File: config.mk
export PLATFORM = sky130hd
export DESIGN_NAME = dmem_access_ctrl
export DESIGN_NICKNAME = d
export VERILOG_FILES = /design/src/rtl/dmem_access_ctrl.sv
export SDC_FILE = /design/constraint.sdc
export NUM_CORES = 1
export LEC_CHECK = 0
export ABC_AREA = 1
export CAP_MARGIN = 20
export CORE_ASPECT_RATIO = 2
export CORE_MARGIN = 5
export CORE_UTILIZATION = 30
export CTS_CLUSTER_DIAMETER = 50
export DETAILED_ROUTE_END_ITERATION = 10
export PLACE_DENSITY = 0.64
export SLEW_MARGIN = 20
export SYNTH_ARGS = -nofsm -noshare
export SYNTH_HDL_FRONTEND = slang
export SYNTH_SLANG_ARGS = --single-unit
File: constraint.sdc
create_clock -name clk -period 3.24 [get_ports clk]
set_input_delay 0.486 -clock clk [delete_from_list [all_inputs] [get_ports clk]]
set_output_delay 0.486 -clock clk [all_outputs]
set_load 0.02 [all_outputs]
File: src/rtl/dmem_access_ctrl.sv
// MEM-stage data memory access controller: req/ack handshake, store lane steering,
// load extension, misalignment detection. Define DMEM_TIMEOUT_EN to enable the REQ abort timer.
module dmem_access_ctrl #(
    parameter int ADDR_W  = 32,
    parameter int TIMEOUT = 255
) (
    input  logic              clk,
    input  logic              rst,
    input  logic              MemEN_s4,
    input  logic              MemRead_s4,
    input  logic              MemWrite_s4,
    input  logic [2:0]        funct3_s4,
    input  logic [ADDR_W-1:0] addr_s4,
    input  logic [31:0]       wdata_s4,
    output logic [31:0]       rdata_s4,
    output logic              stall_mem,
    output logic              mem_err,
    output logic              mem_req,
    output logic              mem_we,
    output logic [ADDR_W-1:0] mem_addr,
    output logic [31:0]       mem_wdata,
    output logic [3:0]        mem_wstrb,
    input  logic              mem_ack,
    input  logic [31:0]       mem_rdata
);

    typedef enum logic [1:0] {IDLE, REQ, DONE} state_t;

    state_t      state, state_nxt;
    logic        acc, we_in, aligned, tmo_hit;
    logic [3:0]  strb_fmt;
    logic [31:0] wdata_fmt, load_ext;
    logic        we_q, err_q;
    logic [2:0]  funct3_q;
    logic [1:0]  lane_q;
    logic [7:0]  rbyte;
    logic [15:0] rhalf;

    assign acc   = MemEN_s4 & (MemRead_s4 | MemWrite_s4);
    assign we_in = MemWrite_s4 & ~MemRead_s4;

    // NOTE: every always_comb output gets a default first, so no path can infer a latch.
    always_comb begin
        aligned   = 1'b1;
        strb_fmt  = 4'b1111;
        wdata_fmt = wdata_s4;
        case (funct3_s4[1:0])
            2'b00: begin
                strb_fmt  = 4'b0001 << addr_s4[1:0];
                wdata_fmt = {4{wdata_s4[7:0]}};
            end
            2'b01: begin
                aligned   = ~addr_s4[0];
                strb_fmt  = 4'b0011 << {addr_s4[1], 1'b0};
                wdata_fmt = {2{wdata_s4[15:0]}};
            end
            default: aligned = (addr_s4[1:0] == 2'b00);
        endcase
    end

    // Load extension works on the funct3/lane captured at request time.
    always_comb begin
        rbyte    = mem_rdata[{lane_q, 3'b000} +: 8];
        rhalf    = lane_q[1] ? mem_rdata[31:16] : mem_rdata[15:0];
        load_ext = mem_rdata;
        case (funct3_q)
            3'b000:  load_ext = {{24{rbyte[7]}}, rbyte};
            3'b100:  load_ext = {24'h0, rbyte};
            3'b001:  load_ext = {{16{rhalf[15]}}, rhalf};
            3'b101:  load_ext = {16'h0, rhalf};
            default: load_ext = mem_rdata;
        endcase
    end

`ifdef DMEM_TIMEOUT_EN
    localparam int CNT_W = $clog2(TIMEOUT + 1);
    logic [CNT_W-1:0] tmo_cnt;

    // Hit on the TIMEOUT-th REQ cycle, i.e. when the counter would step to TIMEOUT.
    assign tmo_hit = (tmo_cnt == CNT_W'(TIMEOUT - 1));

    always_ff @(posedge clk) begin
        if (rst || state != REQ) tmo_cnt <= '0;
        else if (!mem_ack)       tmo_cnt <= tmo_cnt + 1'b1;
    end
`else
    logic unused_timeout;
    assign tmo_hit        = 1'b0;
    assign unused_timeout = (TIMEOUT != 0);
`endif

    always_comb begin
        state_nxt = state;
        case (state)
            IDLE:    if (acc) state_nxt = aligned ? REQ : DONE;
            REQ:     if (mem_ack || tmo_hit) state_nxt = DONE;
            default: state_nxt = IDLE;
        endcase
    end

    // NOTE: sequential state uses non-blocking assignments so every register samples pre-edge values.
    always_ff @(posedge clk) begin
        if (rst) begin
            state     <= IDLE;
            we_q      <= 1'b0;
            err_q     <= 1'b0;
            funct3_q  <= 3'b000;
            lane_q    <= 2'b00;
            mem_addr  <= '0;
            mem_wdata <= '0;
            mem_wstrb <= '0;
            rdata_s4  <= '0;
        end else begin
            state <= state_nxt;
            case (state)
                IDLE: begin
                    if (acc && aligned) begin
                        we_q      <= we_in;
                        err_q     <= 1'b0;
                        funct3_q  <= funct3_s4;
                        lane_q    <= addr_s4[1:0];
                        mem_addr  <= {addr_s4[ADDR_W-1:2], 2'b00};
                        mem_wdata <= we_in ? wdata_fmt : 32'h0;
                        mem_wstrb <= we_in ? strb_fmt  : 4'b0000;
                    end else if (acc) begin
                        err_q    <= 1'b1;
                        rdata_s4 <= '0;
                    end
                end
                REQ: begin
                    if (mem_ack) begin
                        rdata_s4 <= we_q ? 32'h0 : load_ext;
                    end else if (tmo_hit) begin
                        err_q    <= 1'b1;
                        rdata_s4 <= '0;
                    end
                end
                default: ;
            endcase
        end
    end

    assign mem_req   = (state == REQ);
    assign mem_we    = mem_req & we_q;
    assign mem_err   = (state == DONE) & err_q;
    assign stall_mem = ~rst & acc & (state != DONE);

endmodule

# Word-level counts from Yosys, hierarchy flattened
# Cells that the tools add are included.
[classes] reduce_logical=11 n_mux=18 n_eq_ne=10 bitwise_logic=10 n_shift=3
[op_table] cell="two-way mux 32 bit" count=5
[op_table] cell="case mux 32 bit (2 select lines)" count=2
[op_table] cell="case mux 32 bit (4 select lines)" count=1
[op_table] cell="variable part select 32 x 6 -> 8 bit" count=1
[op_table] cell="two-way mux 16 bit" count=1
[op_table] cell="case mux 4 bit (2 select lines)" count=1
[op_table] cell="bitwise AND 1 bit" count=6
[op_table] cell="equality test 3 bit (second input constant)" count=2
[op_table] cell="zero test 2 bit" count=3
[op_table] cell="two-way mux 2 bit" count=3
[op_table] cell="inequality test 2 bit (second input constant)" count=3
[op_table] cell="AND reduction 2 bit" count=3
[op_table] cell="equality test 2 x 1 -> 1 bit (second input constant)" count=2
[op_table] cell="two-way mux 4 bit" count=1
[op_table] cell="case mux 2 bit (2 select lines)" count=1
[op_table] cell="AND reduction 4 bit" count=1
[op_table] cell="nonzero test 2 bit" count=2
[op_table] cell="left shift 1 x 2 -> 4 bit (first input constant)" count=1
[op_table] cell="left shift 2 x 2 -> 4 bit (first input constant)" count=1
[op_table] cell="equality test 3 x 1 -> 1 bit (second input constant)" count=1
[op_table] cell="zero test 3 bit" count=1
[op_table] cell="inverter 1 bit" count=3
[op_table] cell="equality test 2 bit (second input constant)" count=1
[op_table] cell="two-way mux 1 bit" count=2
[op_table] cell="4 further kinds" count=4
[word_totals] register_bits=107 in_bits=105 wordCells=61 output_inout_bits=104

# Depth between registers and ports, before layout
[logic_depth] depth_word=5 depth_mapped=10 depth_no_buf=9

# Least setup slack after synthesis
# Ideal clock, no wire load.
[synth_path] path_kind="input-to-output" from="input rst" to="output stall_mem" path_buffers=1 setup_slack_ps=1571 stages=2 t_arrival_ps=1183 t_required_ps=2754 cell_sequence="clkbuf_1 a211oi_1"
[synth_between] elab_chain_len=3
[synth_rtl] element="start: declaration" line_no="8" text="input logic rst,"
[synth_rtl] element="inverter 1 bit" line_no="146" text="assign stall_mem = ~rst & acc & (state != DONE);"
[synth_rtl] element="bitwise AND 1 bit (2 in a row)" line_no="146"
[synth_rtl] element="end: declaration" line_no="16" text="output logic stall_mem,"
# Every way passes these cells.

# Final worst setup path
[layout_path] from="input MemWrite_s4" to="output stall_mem"
[layout_between] elab_chain_len=4
[layout_rtl] element="start: declaration" line_no="11" text="input logic MemWrite_s4,"
[layout_rtl] element="bitwise OR 1 bit" line_no="39" text="assign acc = MemEN_s4 & (MemRead_s4 | MemWrite_s4);"
[layout_rtl] element="bitwise AND 1 bit" line_no="39"
[layout_rtl] element="bitwise AND 1 bit (2 in a row)" line_no="146"
# Every way passes these cells.

==> flow_summary.json <==
{
  "clkSlewWorstSetupHoldPaths_ns": 0.07,
  "worstPathCellList": "clkdlybuf4s50_1 -> o21ai_1 -> a211oi_1 -> clkdlybuf4s50_1",
  "synth-warning-count": 0,
  "grt_pass1_vias": 4867,
  "syn_area_sq_um": 4940,
  "nNetsFinal": 982,
  "cp.required_ns": 2.75,
  "timing_worst_setup_path_type": "input pin to output pin",
  "layout.core_utilization": 0.453,
  "antenna_violations_before_repair": 1,
  "fraction_of_synthesized_cell_area_taken_by_the_top_area_cell_type": 0.434,
  "portBuffers": 206,
  "dominant_combinational_cell_family_by_area_after_synthesis": "simple AND/OR/NAND/NOR gates",
  "drt-vias-per-instance": 4.67,
  "critical_path.max_fanout": 3,
  "cts_setup_buffers": 0,
  "grt_most_used_layer": "met2",
  "syn_avg_cell_area_sq_um": 7.12,
  "clock_skews_ns": 0.00829,
  "boundaryPins": 209,
  "die_width_um": 101,
  "drv_cap": 0,
  "setup_tns_ns": 0,
  "grt.met3_usage": 0.0387,
  "synth_compound_area_frac": 0.194,
  "max-vdd-ir-drop_mv": 0.248,
  "yosys_register_bits": 107,
  "grt.overflow.total": 0,
  "synth_cells": 694,
  "cts_root_buffer": "sky130_fd_sc_hd__clkbuf_16",
  "dieArea_sq_um": 19300,
  "cts_htree_levels": 3,
  "placed_cell_area_sq_um": 7070,
  "timing_max_transition_violations_final": 0,
  "detail_route.drc_violations": 0,
  "post_route_cells_drive_above_1_share": 0.0839,
  "critPathSlowestCell": "sky130_fd_sc_hd__clkdlybuf4s50_1",
  "synth.distinct_cells": 32,
  "min_path_type": "flip-flop to flip-flop",
  "power_leakage_uw": 0.00288,
  "core.rowCount": 66,
  "post_synth_mux_area_share": 0,
  "start_util": 0.304,
  "dr.pass1.iters": 4,
  "setup_repair_after_global_routing_missed_its_margin": "false",
  "library_cell_appearing_most_often_on_the_critical_path": "sky130_fd_sc_hd__clkdlybuf4s50_1",
  "tritoncts": "built",
  "post_cts_sizing_count": 0,
  "clock.fmax_mhz": 352,
  "routed_wirelength_um": 17400,
  "netlist_top_cells_area": "sky130_fd_sc_hd__dfxtp_1, sky130_fd_sc_hd__nor2_1, sky130_fd_sc_hd__nand2_1",
  "design_area_sq_um": 7370,
  "design_power_total_uw": 3190,
  "placeableCoreArea_sq_um": 16300,
  "routed-via-count": 5078,
  "grt_use_met1": 0.180,
  "cts.sink_count": 107,
  "grtUsageTotal": 0.178,
  "result_of_the_run": "finished clean",
  "timing.hold.ws_ns": 0.455,
  "slew_of_the_pin_with_the_lowest_slew_margin_ns": 0.783,
  "synth_area_in_simple_gates": 0.287,
  "drt-initial-drc-count": 150,
  "wirelength_per_cell_um": 16.0,
  "maxSlewHeadroom": 0.477,
  "clock_latency_ns": 0.35,
  "synthXorXnorAreaFrac": 0,
  "period_minus_slack_ns": 2.84,
  "yosys.area.top_type": "sky130_fd_sc_hd__dfxtp_1",
  "dpl_hpwl_um": 13400,
  "gr-usage-met2": 0.340,
  "grt_max_degree": 50,
  "power.density_cell_area_nw_per_um2": 433,
  "seq_area_frac_synth": 0.434,
  "flow.area_growth_from_synthesis_pct": 49.3,
  "yosys.area_share.adder": 0,
  "worst_setup_path_end_kind": "output pin",
  "die_height_um": 191,
  "final_common_cell": "sky130_fd_sc_hd__clkdlybuf4s50_1",
  "cts_inserted_buffers": 9,
  "worst-endpoint-arrival_ns": 2.35,
  "setup_violations": 0,
  "start_kind": "input pin",
  "holdBufCountCts": 0,
  "crit_path_max_incr_delay_ns": 0.70,
  "final_hold_violating_endpoints": 0,
  "clockBufferDepth": 2,
  "globalplace.congestion": 0.881,
  "detail-route-antenna-nets": 0,
  "post-route-period-util": 0.877,
  "wire_length_of_the_first_global_routing_pass_um": 26300,
  "layout.cells.most_common_list": "sky130_fd_sc_hd__clkdlybuf4s50_1, sky130_fd_sc_hd__nor2_1, sky130_fd_sc_hd__nand2_1"
}
-- metrics by stage --
stage | instances | worst slack [ns]
detailed placement | 1070 | 0.447
floorplan | 695 | 1.57
global placement | 1070 | 0.436
finish | 1088 | 0.400
CTS | 1086 | 0.447
global route | 1087 | 0.371
-- synthesized netlist by cell type (all sizes together) --
cell and number:
a211oi 1, nand4 2, nor3 3, o21bai 1, nand2 132, buf 29
dfxtp 107, nand3 45, a21oi 41, inv 42, o21ai 107, conb 1
nand3b 2, o22ai 1, o221ai 7, a21boi 2, clkbuf 15, or2 2
nor2 153, o211ai 1
-- worst max-delay path, delay by kind of cell --
kind	cells	cell delay [ns]
AOI/OAI and AO/OA	2	0.62
buffers and inverters	2	1.25
-- per-layer routing --
metal | routed length, um | part of all wire
met5 | 0 | 0
met1 | 6290 | 0.36
met2 | 9700 | 0.56
met3 | 923 | 0.053
met4 | 449 | 0.026
-- kinds of logic after synthesis --
logic type | Yosys count
other | 1
DFF | 107
AOI/OAI and AO/OA | 161
and+or+nand+nor | 339
buffers and inverters | 86
-- final timing paths --
check	from	end	slack [ns]	cells after the start
setup / recovery	MemWrite_s4	stall_mem	0.40	4
hold / removal	err_q	err_q	0.46	2
setup reg to reg	state[1]	mem_wdata[13]	1.26	7
hold reg to reg	err_q	err_q	0.46	2
-- state kept, by name, indices dropped and copies added, names as in the netlist --
signal	count
err_q	1
funct3_q	3
lane_q	2
mem_addr	30
mem_wdata	32
mem_wstrb	4
rdata_s4	32
state	2
we_q	1
-- cell type report --
cell class | instances | area (sq um)
antenna | 2 | 5.00
clock buffer | 12 | 246
clock inverter | 4 | 50.0
fill | 1648 | 8900
inverter | 42 | 160
multi-input combinational | 502 | 2380
sequential | 107 | 2140
tap | 204 | 255
timing repair buffer | 215 | 2130
-- power breakdown --
part | total (uW) | switching [uW] | internal, uW | leakage (uW)
clock network | 1110 | 492 | 620 | 0.000139
logic | 674 | 379 | 295 | 0.00187
registers | 1410 | 38.4 | 1370 | 0.000869
total | 3190 | 909 | 2290 | 0.00288
(Power assumes the default switching activity.)
